===== config.mk =====
export PLATFORM = sky130hd
export DESIGN_NAME = button_debouncer_flat
export DESIGN_NICKNAME = d
export VERILOG_FILES = /design/src/rtl/button_debouncer_pkg.sv /design/src/rtl/button_debouncer_if.sv /design/src/rtl/button_debouncer_synchronizer.sv /design/src/rtl/button_debouncer.sv /design/src/flat_wrapper.sv
export SDC_FILE = /design/constraint.sdc
export NUM_CORES = 1
export LEC_CHECK = 0
export CAP_MARGIN = 10
export CELL_PAD_IN_SITES_DETAIL_PLACEMENT = 1
export CELL_PAD_IN_SITES_GLOBAL_PLACEMENT = 1
export CORE_AREA = 10 10 64 66
export CTS_CLUSTER_SIZE = 25
export DETAILED_ROUTE_END_ITERATION = 8
export DIE_AREA = 0 0 74 76
export GPL_TIMING_DRIVEN = 0
export PLACE_DENSITY = 0.78
export SYNTH_ARGS = -nofsm -noshare
export SYNTH_HDL_FRONTEND = slang
export SYNTH_SLANG_ARGS = --single-unit

===== constraint.sdc =====
create_clock -name clk -period 4.28 [get_ports clk]
set_input_delay 0.856 -clock clk [delete_from_list [all_inputs] [get_ports clk]]
set_output_delay 0.856 -clock clk [all_outputs]
set_load 0.02 [all_outputs]

===== src/rtl/button_debouncer_pkg.sv =====
// Shared types for the button debouncer: FSM state encoding and level decode.
package debounce_pkg;

    localparam logic [1:0] ENC_LOW        = 2'b00;
    localparam logic [1:0] ENC_MAYBE_HIGH = 2'b01;
    localparam logic [1:0] ENC_HIGH       = 2'b11;
    localparam logic [1:0] ENC_MAYBE_LOW  = 2'b10;

    typedef enum logic [1:0] {
        S_LOW        = ENC_LOW,
        S_MAYBE_HIGH = ENC_MAYBE_HIGH,
        S_HIGH       = ENC_HIGH,
        S_MAYBE_LOW  = ENC_MAYBE_LOW
    } debounce_state_t;

    // The debounced level is high while confirmed high or while a fall is still unconfirmed.
    function automatic logic state_level(debounce_state_t s);
        return (s == S_HIGH) || (s == S_MAYBE_LOW);
    endfunction

endpackage


===== src/rtl/button_debouncer_if.sv =====
// Signal bundle between the debouncer and its driver/consumer; state is a debug tap.
interface button_debouncer_if #(parameter int N = 8);
    import debounce_pkg::*;

    // No handshake: tick is a one-cycle sample strobe qualified by ena, and
    // rising/falling are one-cycle strobes the consumer must take when they fire.
    logic            ena;
    logic            tick;
    logic [N-1:0]    stable_ticks;
    logic            button;
    logic            out;
    logic            rising;
    logic            falling;
    debounce_state_t state;

    modport master (
        output ena, tick, stable_ticks, button,
        input  out, rising, falling, state
    );

    modport slave (
        input  ena, tick, stable_ticks, button,
        output out, rising, falling, state
    );

endinterface


===== src/rtl/button_debouncer_synchronizer.sv =====
// Two-flop, one-bit synchronizer for asynchronous inputs; clears both stages on reset.
module synchronizer (
    input  logic clk,
    input  logic rst,
    input  logic d,
    output logic q
);

    logic stage1;

    always_ff @(posedge clk) begin
        if (rst) begin
            stage1 <= 1'b0;
            q      <= 1'b0;
        end else begin
            stage1 <= d;
            q      <= stage1;
        end
    end

endmodule


===== src/rtl/button_debouncer.sv =====
// Debounces a raw button into a clean level plus one-cycle rising/falling strobes,
// requiring max(stable_ticks,1) consecutive matching samples before the level flips.
module button_debouncer
    import debounce_pkg::*;
#(
    parameter int N = 8
) (
    input logic               clk,
    input logic               rst,
    button_debouncer_if.slave bus
);

    localparam logic [N-1:0] ONE = {{(N-1){1'b0}}, 1'b1};

    logic            sync;
    debounce_state_t state_q, state_d;
    logic [N-1:0]    cnt_q, cnt_d, cnt_sat, thresh;
    logic [N:0]      cnt_inc;
    logic            reach, sample, rise_d, fall_d;
    logic            out_q, rising_q, falling_q;

    synchronizer u_sync (
        .clk (clk),
        .rst (rst),
        .d   (bus.button),
        .q   (sync)
    );

    // cnt_inc is one bit wider so the threshold compare can never wrap.
    always_comb begin
        sample  = bus.ena & bus.tick;
        thresh  = (bus.stable_ticks == '0) ? ONE : bus.stable_ticks;
        cnt_inc = {1'b0, cnt_q} + {{N{1'b0}}, 1'b1};
        reach   = cnt_inc >= {1'b0, thresh};
        cnt_sat = (&cnt_q) ? cnt_q : cnt_inc[N-1:0];
        state_d = state_q;
        cnt_d   = cnt_q;
        rise_d  = 1'b0;
        fall_d  = 1'b0;
        if (sample) begin
            case (state_q)
                S_LOW: begin
                    if (sync) begin
                        if (thresh == ONE) begin
                            state_d = S_HIGH;
                            cnt_d   = '0;
                            rise_d  = 1'b1;
                        end else begin
                            state_d = S_MAYBE_HIGH;
                            cnt_d   = ONE;
                        end
                    end
                end
                S_MAYBE_HIGH: begin
                    if (!sync) begin
                        state_d = S_LOW;
                        cnt_d   = '0;
                    end else if (reach) begin
                        state_d = S_HIGH;
                        cnt_d   = '0;
                        rise_d  = 1'b1;
                    end else begin
                        cnt_d   = cnt_sat;
                    end
                end
                S_HIGH: begin
                    if (!sync) begin
                        if (thresh == ONE) begin
                            state_d = S_LOW;
                            cnt_d   = '0;
                            fall_d  = 1'b1;
                        end else begin
                            state_d = S_MAYBE_LOW;
                            cnt_d   = ONE;
                        end
                    end
                end
                S_MAYBE_LOW: begin
                    if (sync) begin
                        state_d = S_HIGH;
                        cnt_d   = '0;
                    end else if (reach) begin
                        state_d = S_LOW;
                        cnt_d   = '0;
                        fall_d  = 1'b1;
                    end else begin
                        cnt_d   = cnt_sat;
                    end
                end
                default: begin
                    state_d = S_LOW;
                    cnt_d   = '0;
                end
            endcase
        end
    end

    always_ff @(posedge clk) begin
        if (rst) begin
            state_q   <= S_LOW;
            cnt_q     <= '0;
            out_q     <= 1'b0;
            rising_q  <= 1'b0;
            falling_q <= 1'b0;
        end else begin
            state_q   <= state_d;
            cnt_q     <= cnt_d;
            out_q     <= state_level(state_d);
            rising_q  <= rise_d;
            falling_q <= fall_d;
        end
    end

    assign bus.out     = out_q;
    assign bus.rising  = rising_q;
    assign bus.falling = falling_q;
    assign bus.state   = state_q;

endmodule

===== src/flat_wrapper.sv =====
// flat-port wrapper written by rule: the top's interface ports become plain ports
module button_debouncer_flat import debounce_pkg::*;
#(
    parameter int N = 8
)
  (clk, rst, bus_ena, bus_tick, bus_stable_ticks, bus_button, bus_out, bus_rising, bus_falling, bus_state);
  button_debouncer_if #(.N(N)) bus_i ();
  input logic clk;
  input logic rst;
  input wire logic [$bits(bus_i.ena)-1:0] bus_ena;
  input wire logic [$bits(bus_i.tick)-1:0] bus_tick;
  input wire logic [$bits(bus_i.stable_ticks)-1:0] bus_stable_ticks;
  input wire logic [$bits(bus_i.button)-1:0] bus_button;
  output wire logic [$bits(bus_i.out)-1:0] bus_out;
  output wire logic [$bits(bus_i.rising)-1:0] bus_rising;
  output wire logic [$bits(bus_i.falling)-1:0] bus_falling;
  output wire logic [$bits(bus_i.state)-1:0] bus_state;
  assign bus_i.ena = bus_ena;
  assign bus_i.tick = bus_tick;
  assign bus_i.stable_ticks = bus_stable_ticks;
  assign bus_i.button = bus_button;
  assign bus_out = bus_i.out;
  assign bus_rising = bus_i.rising;
  assign bus_falling = bus_i.falling;
  assign bus_state = bus_i.state;
  button_debouncer #(.N(N)) u_core (.clk(clk), .rst(rst), .bus(bus_i));
endmodule

==> flow_metrics.env, run 1 <==
export IMPL_status="finished, final reports clean"
export IMPL_die_area_um2=5620
export IMPL_path_class="input pin to flip-flop"
export IMPL_cap_violations=0
export IMPL_dr_pass1_iters=4
export IMPL_cts_inserted_buffers=3
export IMPL_path_delay_family="simple AND/OR/NAND/NOR gates"
export IMPL_viasPerCell=5.58
export IMPL_setup_tns_final_ns=0
export IMPL_cts_resized_gates=0
export IMPL_cts_sinks=15
export IMPL_area_growth_pct=19.8
export IMPL_final_nets=185
export IMPL_max_freq_mhz=286
export IMPL_cp_start_kind="input pin"
export IMPL_vdd_drop_max_mv=0.137
export IMPL_setup_ws_ns=0.783
export IMPL_antenna_found_initial=0
export IMPL_place_ws_ns=0.464
export IMPL_fin_crit_ns=3.50
export IMPL_clock_latency_ns=0.29
export IMPL_cts_tree="done"
export IMPL_hold_path_class="flip-flop to flip-flop"
export IMPL_grt_util_all_layers_pct=10.8
export IMPL_grt_pass1_wl_um=5040
export IMPL_syn_nets=163
export IMPL_rsz0062_at_grt="no"
export IMPL_p_leak_nw=0.572
export IMPL_report_final_setup_viol=0
export IMPL_remaining_drc_errors=0
export IMPL_ys_ff_latch=15
export IMPL_routed_wl_um=2930
export IMPL_ctsHoldBuffers=0
export IMPL_place_area_um2=1410
export IMPL_slowest_delay_ns=0.55
export IMPL_syn_avg_cell_area_um2=8.76
export IMPL_critical_path_required_ns=4.50
export IMPL_vias=1066
export IMPL_synth_cells=137
export IMPL_slew_headroom_pct=63.2
export IMPL_die_h_um=76
export IMPL_design_area_um2=1440
export IMPL_synth_edff_count=0
export IMPL_n_fill_cell=358
export IMPL_tightest_slew_ns=0.552
export IMPL_grt_overflow=0
export IMPL_endpoint_kind="flip-flop"
export IMPL_pin_count=18
export IMPL_critPathBufInv=1
export IMPL_path_clk_slew_ns=0.09
export IMPL_start_util_pct=41.0
export IMPL_h_tree_depth=1
export IMPL_diodes=0
export IMPL_clockRootBuffer="clkbuf_4"
export IMPL_crit_fanout=7
export IMPL_synthFlopType="dfxtp_1"
export IMPL_grt_pass1_vias=1098
export IMPL_synth_seq_area_share_pct=25.0
export IMPL_synth_async_reset_ratio_pct=0
export IMPL_ys_warn_count=0
export IMPL_critPathArrivalTime_ns=3.72
export IMPL_layout_drive_gt1_share_pct=13.9
export IMPL_timing_final_hold_violations=0
export IMPL_fin_cells=191
export IMPL_die_width_um=74
export IMPL_post_route_period_util_pct=81.7
export IMPL_cp_common_cell="a31oi_1"
export IMPL_clockBufferDepth=2
export IMPL_coreArea_um2=2930
export IMPL_numPlacedInstances=187
export IMPL_grt_max_degree=11
export IMPL_crit_chain="clkdlybuf4s50_1 -> or4_4 -> nor4_4 -> or2_2 -> ha_1 -> nand2b_1 -> a31oi_1 -> o211ai_4 -> or3_1 -> a31oi_1"
export IMPL_rows=20
export IMPL_finClkSkew_ns=0.00203
export IMPL_power_density_nw_per_um2=193
export IMPL_post_cts_setup_buffers=0
export IMPL_cp_slowest_cell="or4_4"
export IMPL_fin_hold_ws_ns=0.455
export IMPL_final_antenna_net_count=0
export IMPL_drv_slew=0
export IMPL_synth_cell_type_count=45
export IMPL_dpl_hpwl_um=2370
export IMPL_wire_per_inst_um=15.3
export IMPL_netlist_area_um2=1200
export IMPL_place_congestion=0.895
export IMPL_drt_iter0_drc=15
export IMPL_portBuffers=17
synthesized netlist by cell type, drive strengths merged (2+ instances only):
master | instances | area share [%]
dfxtp | 15 | 25
a21oi | 14 | 5.8
ha | 13 | 14
inv | 13 | 4.1
nand2 | 11 | 3.4
nand3 | 9 | 3.8
nor3 | 5 | 3.3
o21ai | 5 | 2.1
a31oi | 4 | 3.3
nor4 | 4 | 4.4
xnor2 | 4 | 2.9
a21o | 3 | 1.9
buf | 3 | 1.3
nor2 | 3 | 0.94
and2 | 2 | 1.0
clkbuf | 2 | 0.73
nand4 | 2 | 1.0
nand4b | 2 | 1.5
nor2b | 2 | 1.0
o2111a | 2 | 2.0
or3 | 2 | 1.0
xor2 | 2 | 1.5
path summary, 6_finish.rpt:
path | from | to | slack, ns | cells past startpoint
setup / recovery | bus_stable_ticks[5] | u_core.bus.state[0] | 0.78 | 10
hold / removal | u_core.u_sync.stage1 | u_core.u_sync.q | 0.46 | 1
setup reg to reg | u_core.cnt_q[0] | u_core.bus.state[0] | 1.38 | 11
hold reg to reg | u_core.u_sync.stage1 | u_core.u_sync.q | 0.46 | 1
sequential cells by signal, summed over array words and instances, names as in the netlist:
| register | flops |
|---|---|
| u_core.bus.falling | 1 |
| u_core.bus.out | 1 |
| u_core.bus.rising | 1 |
| u_core.bus.state | 2 |
| u_core.cnt_q | 8 |
| u_core.u_sync.q | 1 |
| u_core.u_sync.stage1 | 1 |
worst register-to-register path: stages, from the launching register on:
cell,delay [ns]
dfxtp_1,0.44
ha_1,0.32
inv_1,0.08
nor2_1,0.23
nand2_1,0.10
xnor2_1,0.14
ha_1,0.31
a21o_1,0.22
a221oi_4,0.34
o211ai_4,0.18
or3_1,0.33
a31oi_1,0.15
per-layer routing:
layer,track usage [%],part of all wire (%),vias to the layer above
met5,0,0,-
met4,4.48,1.7,0
met3,3.39,6.9,10
met2,16.7,46,27
met1,13.1,45,486
li1,-,-,543
power by group:
group	leakage (nW)	switching, mW	internal [mW]
Combinational	0.435	0.0249	0.0232
Sequential	0.121	0.00356	0.142
Clock	0.0150	0.0472	0.0363
Total	0.572	0.0757	0.201
per-stage QoR:
step	util [%]	power, mW
5_1_grt	49.1	0.292
3_5_place_dp	48.2	0.197
6_report	49.1	0.277
4_1_cts	49.1	0.282
3_3_place_gp	48.2	0.195
2_1_floorplan	-	0.174
cell families after synthesis:
| group | synth area share (%) |
|---|---|
| DFF | 25.0 |
| adders and majority gates | 13.6 |
| muxes | 0.938 |
| AOI/OAI and AO/OA | 24.9 |
| and+or+nand+nor | 25.1 |
| xor gates and xnor gates | 4.38 |
| buffers and inverters | 6.05 |
area by class of cell:
cell class                 instances  area (um2)  area share [%]
clock buffer                       4        26.3            1.83
tap                               33        41.3            2.87
sequential                        15         300            20.9
buffer                             5        23.8            1.65
inverter                          13        48.8            3.39
timing repair buffer              17         170            11.8
multi-input combinational        104         827            57.5
placed cells by master, fill, tap and decap left out, types with 3 or more instances in the layout:
master	Yosys	layout
clkbuf_4	0	3
buf_2	3	3
ha_1	13	13
inv_1	12	12
xnor2_1	4	4
nand2_1	11	11
nor2_1	3	3
dfxtp_1	15	15
o21ai_0	4	4
nand3_1	9	9
a31oi_1	3	3
nor3_2	3	3
a21oi_1	14	14
clkdlybuf4s50_1	0	17
a21o_1	3	3
Note: power is estimated with default switching activity, not from simulation.
==> inputs of run 2 (changes only) <==
CORE_AREA = 10 10 69 71   (was 10 10 64 66)
DIE_AREA = 0 0 79 81   (was 0 0 74 76)
PLACE_DENSITY = 0.69   (was 0.78)
clock period = 3.05 ns   (was 4.28 ns; I/O delays follow)
==> flow_metrics.env, run 2 (synthesis gave the netlist of run 1 again) <==
export IMPL_status="finished, final reports clean"
export IMPL_finClkSkew_ns=0.00302
export IMPL_timing_rr_end="u_core.bus.state[0]"
export IMPL_r2r_slack_ns=0.14
export IMPL_report_final_setup_viol=0
export IMPL_fin_crit_ns=2.91
export IMPL_setup_tns_final_ns=0
export IMPL_pin_count=18
export IMPL_path_class="flip-flop to flip-flop"
export IMPL_clockBufferDepth=2
export IMPL_viasPerCell=5.23
export IMPL_n_fill_cell=449
export IMPL_grt_pass1_wl_um=5400
export IMPL_start_util_pct=34.1
export IMPL_antenna_found_initial=0
export IMPL_wire_per_inst_um=15.9
export IMPL_rows=22
export IMPL_die_h_um=81
export IMPL_dr_pass1_iters=4
export IMPL_vias=1087
export IMPL_cts_sinks=15
export IMPL_drv_slew=0
export IMPL_max_freq_mhz=344
export IMPL_p_leak_nw=0.616
export IMPL_hold_end="u_core.u_sync.q"
export IMPL_grt_util_all_layers_pct=10.2
export IMPL_top_register="u_core.cnt_q"
export IMPL_endpoint_kind="flip-flop"
export IMPL_remaining_drc_errors=0
export IMPL_dpl_hpwl_um=2560
export IMPL_slew_headroom_pct=60.4
export IMPL_grt_max_degree=11
export IMPL_crit_fanout=7
export IMPL_fin_hold_ws_ns=0.458
export IMPL_routed_wl_um=3310
export IMPL_post_route_period_util_pct=95.2
export IMPL_clock_latency_ns=0.28
export IMPL_die_width_um=79
export IMPL_layout_common_cells="a21oi_1 (14), clkdlybuf4s50_1 (14), dfxtp_1 (14)"
export IMPL_final_antenna_net_count=0
export IMPL_drt_iter0_drc=21
export IMPL_crit_start="u_core.cnt_q[2]"
export IMPL_clockRootBuffer="clkbuf_4"
export IMPL_hp_start="u_core.u_sync.stage1"
export IMPL_critical_path_required_ns=3.26
export IMPL_tightest_slew_ns=0.594
export IMPL_largest_register_ffs=8
export IMPL_h_tree_depth=1
export IMPL_cts_tree="done"
export IMPL_cap_violations=0
export IMPL_vdd_drop_max_mv=0.156
export IMPL_coreArea_um2=3520
export IMPL_grt_pass1_vias=1168
export IMPL_holdPathStages=1
export IMPL_cp_start_kind="flip-flop"
export IMPL_place_congestion=0.868
export IMPL_rr_worst_depth=11
export IMPL_power_density_nw_per_um2=258
export IMPL_final_nets=187
export IMPL_critPathArrivalTime_ns=3.12
export IMPL_timing_final_hold_violations=0
export IMPL_cts_inserted_buffers=3
export IMPL_die_area_um2=6400
export IMPL_portBuffers=17
export IMPL_path_clk_slew_ns=0.09
export IMPL_hold_path_class="flip-flop to flip-flop"
export IMPL_diodes=0
export IMPL_layout_drive_gt1_share_pct=18.1
export IMPL_area_growth_pct=26.3
export IMPL_r2r_start="u_core.cnt_q[2]"
export IMPL_grt_overflow=0
==> run 2: power by group <==
part           leakage [nW]  switching, mW  total, mW  internal [mW]
Clock                0.0150         0.0636      0.114         0.0507
Combinational         0.479         0.0375     0.0726         0.0351
Sequential            0.122        0.00479      0.204          0.199
==> run 2: cell type report <==
cell class              instances  area (um2)  share of cell area (%)
plain buffers                   5        23.8                    1.57
clock buffers                   4        26.3                    1.73
inverters                      13        48.8                    3.22
multi-input cells             104         862                    56.9
flip-flops and latches         15         302                    19.9
well taps                      48        60.1                    3.96
repair buffers                 19         193                    12.7
==> run 2: worst max-delay path, cell delays in order (launching register included) <==
cell and delay (ns):
dfxtp_1 0.32, buf_2 0.18, nand3_1 0.16, nor2_4 0.17, nand3_1 0.18, xnor2_1 0.19, ha_1 0.36, and3_4 0.22
a221oi_4 0.32, o211ai_4 0.19, or3_1 0.40, a31oi_1 0.15
==> run 2: worst max path at each step <==
stage / cells after the start / slack, ns / to
final: 11 / 0.14 / u_core.bus.state[0]
after global routing: 11 / -0.008 / u_core.bus.state[0]
after CTS: 10 / 0.02 / u_core.bus.state[0]
after detailed placement: 10 / -0.58 / u_core.bus.state[0]
after global placement: 10 / -0.50 / u_core.bus.state[0]
after floorplan: 9 / 0.19 / u_core.bus.state[0]
==> run 2: layer usage <==
metal / track usage [%] / wire length, um / vias to the layer above
li1: - / - / 547
met1: 11.5 / 1490 / 517
met2: 18.8 / 1670 / 21
met3: 2.54 / 136 / 2
met4: 2.33 / 10 / 0
met5: 0 / 0 / -
==> run 2: metrics by stage <==
stage	setup WS, ns	instance area [um2]	power [mW]	util [%]	cells
global route	-0.00793	1520	0.417	43.0	208
CTS	0.0164	1480	0.395	42.0	207
floorplan	0.192	1200	0.244	-	137
finish	0.145	1520	0.391	43.0	208
global placement	-0.500	1430	0.274	40.6	202
detailed placement	-0.580	1430	0.277	40.6	202
==> run 2: repair_timing <==
item | CTS | global route
gates resized for setup | 2 | 9
pin swaps | 3 | 7
hold buffers | 0 | 0
buffers inserted | 1 | 1
setup endpoints to repair | 13 | 8
==> inputs of run 3 (changes only) <==
GPL_TIMING_DRIVEN = unset   (was 0)
HOLD_SLACK_MARGIN = 0.08   (was unset)
==> flow_metrics.env, run 3 (synthesis gave the netlist of run 1 again) <==
export IMPL_drv_slew=0
export IMPL_die_h_um=81
export IMPL_place_congestion=0.866
export IMPL_wire_per_inst_um=14.7
export IMPL_vdd_drop_max_mv=0.181
export IMPL_critPathArrivalTime_ns=3.12
export IMPL_critical_path_required_ns=3.26
export IMPL_critPathBufInv=2
export IMPL_die_width_um=79
export IMPL_max_freq_mhz=344
export IMPL_rsz0062_at_grt="no"
export IMPL_timing_final_hold_violations=0
export IMPL_cap_violations=0
export IMPL_cp_slowest_cell="or4_4"
export IMPL_routed_wl_um=3110
export IMPL_vias=1109
export IMPL_final_antenna_net_count=0
export IMPL_cts_sinks=15
export IMPL_slew_headroom_pct=73.1
export IMPL_grt_overflow=0
export IMPL_diodes=0
export IMPL_path_delay_family="simple AND/OR/NAND/NOR gates"
export IMPL_cp_start_kind="input pin"
export IMPL_final_nets=190
export IMPL_path_class="input pin to flip-flop"
export IMPL_area_growth_pct=26.5
export IMPL_layout_drive_gt1_share_pct=17.2
export IMPL_finClkSkew_ns=0.00716
export IMPL_pin_count=18
export IMPL_post_route_period_util_pct=95.3
export IMPL_power_density_nw_per_um2=255
export IMPL_dpl_hpwl_um=2500
export IMPL_setup_ws_ns=0.142
export IMPL_grt_util_all_layers_pct=10.1
export IMPL_remaining_drc_errors=0
export IMPL_endpoint_kind="flip-flop"
export IMPL_die_area_um2=6400
export IMPL_fin_crit_ns=2.91
export IMPL_status="finished, final reports clean"
export IMPL_grt_max_degree=12
export IMPL_p_leak_nw=0.633
export IMPL_final_util_pct=43.1
export IMPL_cp_common_cell="a31oi_1"
export IMPL_slowest_delay_ns=0.43
export IMPL_layout_common_cells="dfxtp_1 (15), a21oi_1 (14), clkdlybuf4s50_1 (14)"
export IMPL_place_ws_ns=-0.196
export IMPL_fin_hold_ws_ns=0.456
export IMPL_final_common_cell="dfxtp_1"
export IMPL_portBuffers=17
export IMPL_rows=22
export IMPL_coreArea_um2=3520
export IMPL_cts_inserted_buffers=3
export IMPL_clock_latency_ns=0.28
export IMPL_report_final_setup_viol=0
export IMPL_path_clk_slew_ns=0.09
export IMPL_largest_register_ffs=8
export IMPL_antenna_found_initial=0
export IMPL_dr_pass1_iters=4
export IMPL_crit_fanout=6
export IMPL_cts_tree="done"
export IMPL_drt_iter0_drc=16
export IMPL_clockRootBuffer="clkbuf_4"
export IMPL_crit_chain="clkdlybuf4s50_1 -> or4_4 -> nor4_4 -> or2_4 -> ha_1 -> nand2b_1 -> a31oi_1 -> buf_4 -> o211ai_4 -> or3_1 -> a31oi_1"
export IMPL_top_register="u_core.cnt_q"
export IMPL_ctsHoldBuffers=0
export IMPL_viasPerCell=5.26
export IMPL_clockBufferDepth=2
export IMPL_hold_path_class="flip-flop to flip-flop"
export IMPL_start_util_pct=34.1
export IMPL_h_tree_depth=1
export IMPL_n_fill_cell=456
export IMPL_grt_pass1_vias=1168
export IMPL_tightest_slew_ns=0.403
export IMPL_grt_pass1_wl_um=5310
[run 3: worst register-to-register path: cells and delay by family (launching register included)]
kind	cells	cell delay [ns]
xor+xnor	1	0.17
simple gates	5	1.06
flops	1	0.46
fa+ha+maj	1	0.35
compound gates	3	0.63
[run 3: where the power goes]
part	switching [mW]	internal [mW]
logic	0.0355	0.0350
clock network	0.0614	0.0506
registers	0.00514	0.199
[run 3: worst paths after layout]
kind,start,endpoint,slack (ns),cells past startpoint
worst min-delay path,u_core.u_sync.stage1,u_core.u_sync.q,0.46,1
worst min register to register,u_core.u_sync.stage1,u_core.u_sync.q,0.46,1
worst max-delay path,bus_stable_ticks[5],u_core.bus.state[0],0.14,11
worst max register to register,u_core.cnt_q[2],u_core.bus.state[0],0.32,10
[run 3: metal layers]
layer | wire length, um | part of all wire (%) | global-route usage (%)
met4 | 19 | 0.61 | 3.23
met1 | 1420 | 46 | 11.3
met3 | 151 | 4.9 | 3.20
met2 | 1520 | 49 | 17.9
met5 | 0 | 0 | 0
[run 3: cell type report]
class	count	area [um2]	share of cell area, %
timing repair buffer	27	253	16.7
sequential	15	300	19.8
inverter	13	48.8	3.22
multi-input combinational	104	830	54.7
clock buffer	4	26.3	1.73
tap	48	60.1	3.96
[run 3: repair_timing]
action,4_1_cts,5_1_grt
endpoints found under the setup margin,0,4
endpoints found under the hold margin,0,0
resized for setup,0,4
buffers inserted,0,2
[run 3: through the flow]
step                total power, mW  instances  TNS (ns)  cell area [um2]
global placement              0.278        205     -1.15             1470
floorplan                     0.244        137         0             1200
detailed placement            0.279        205     -1.65             1470
CTS                           0.394        209         0             1490
global route                  0.415        211         0             1520
finish                        0.387        211         0             1520
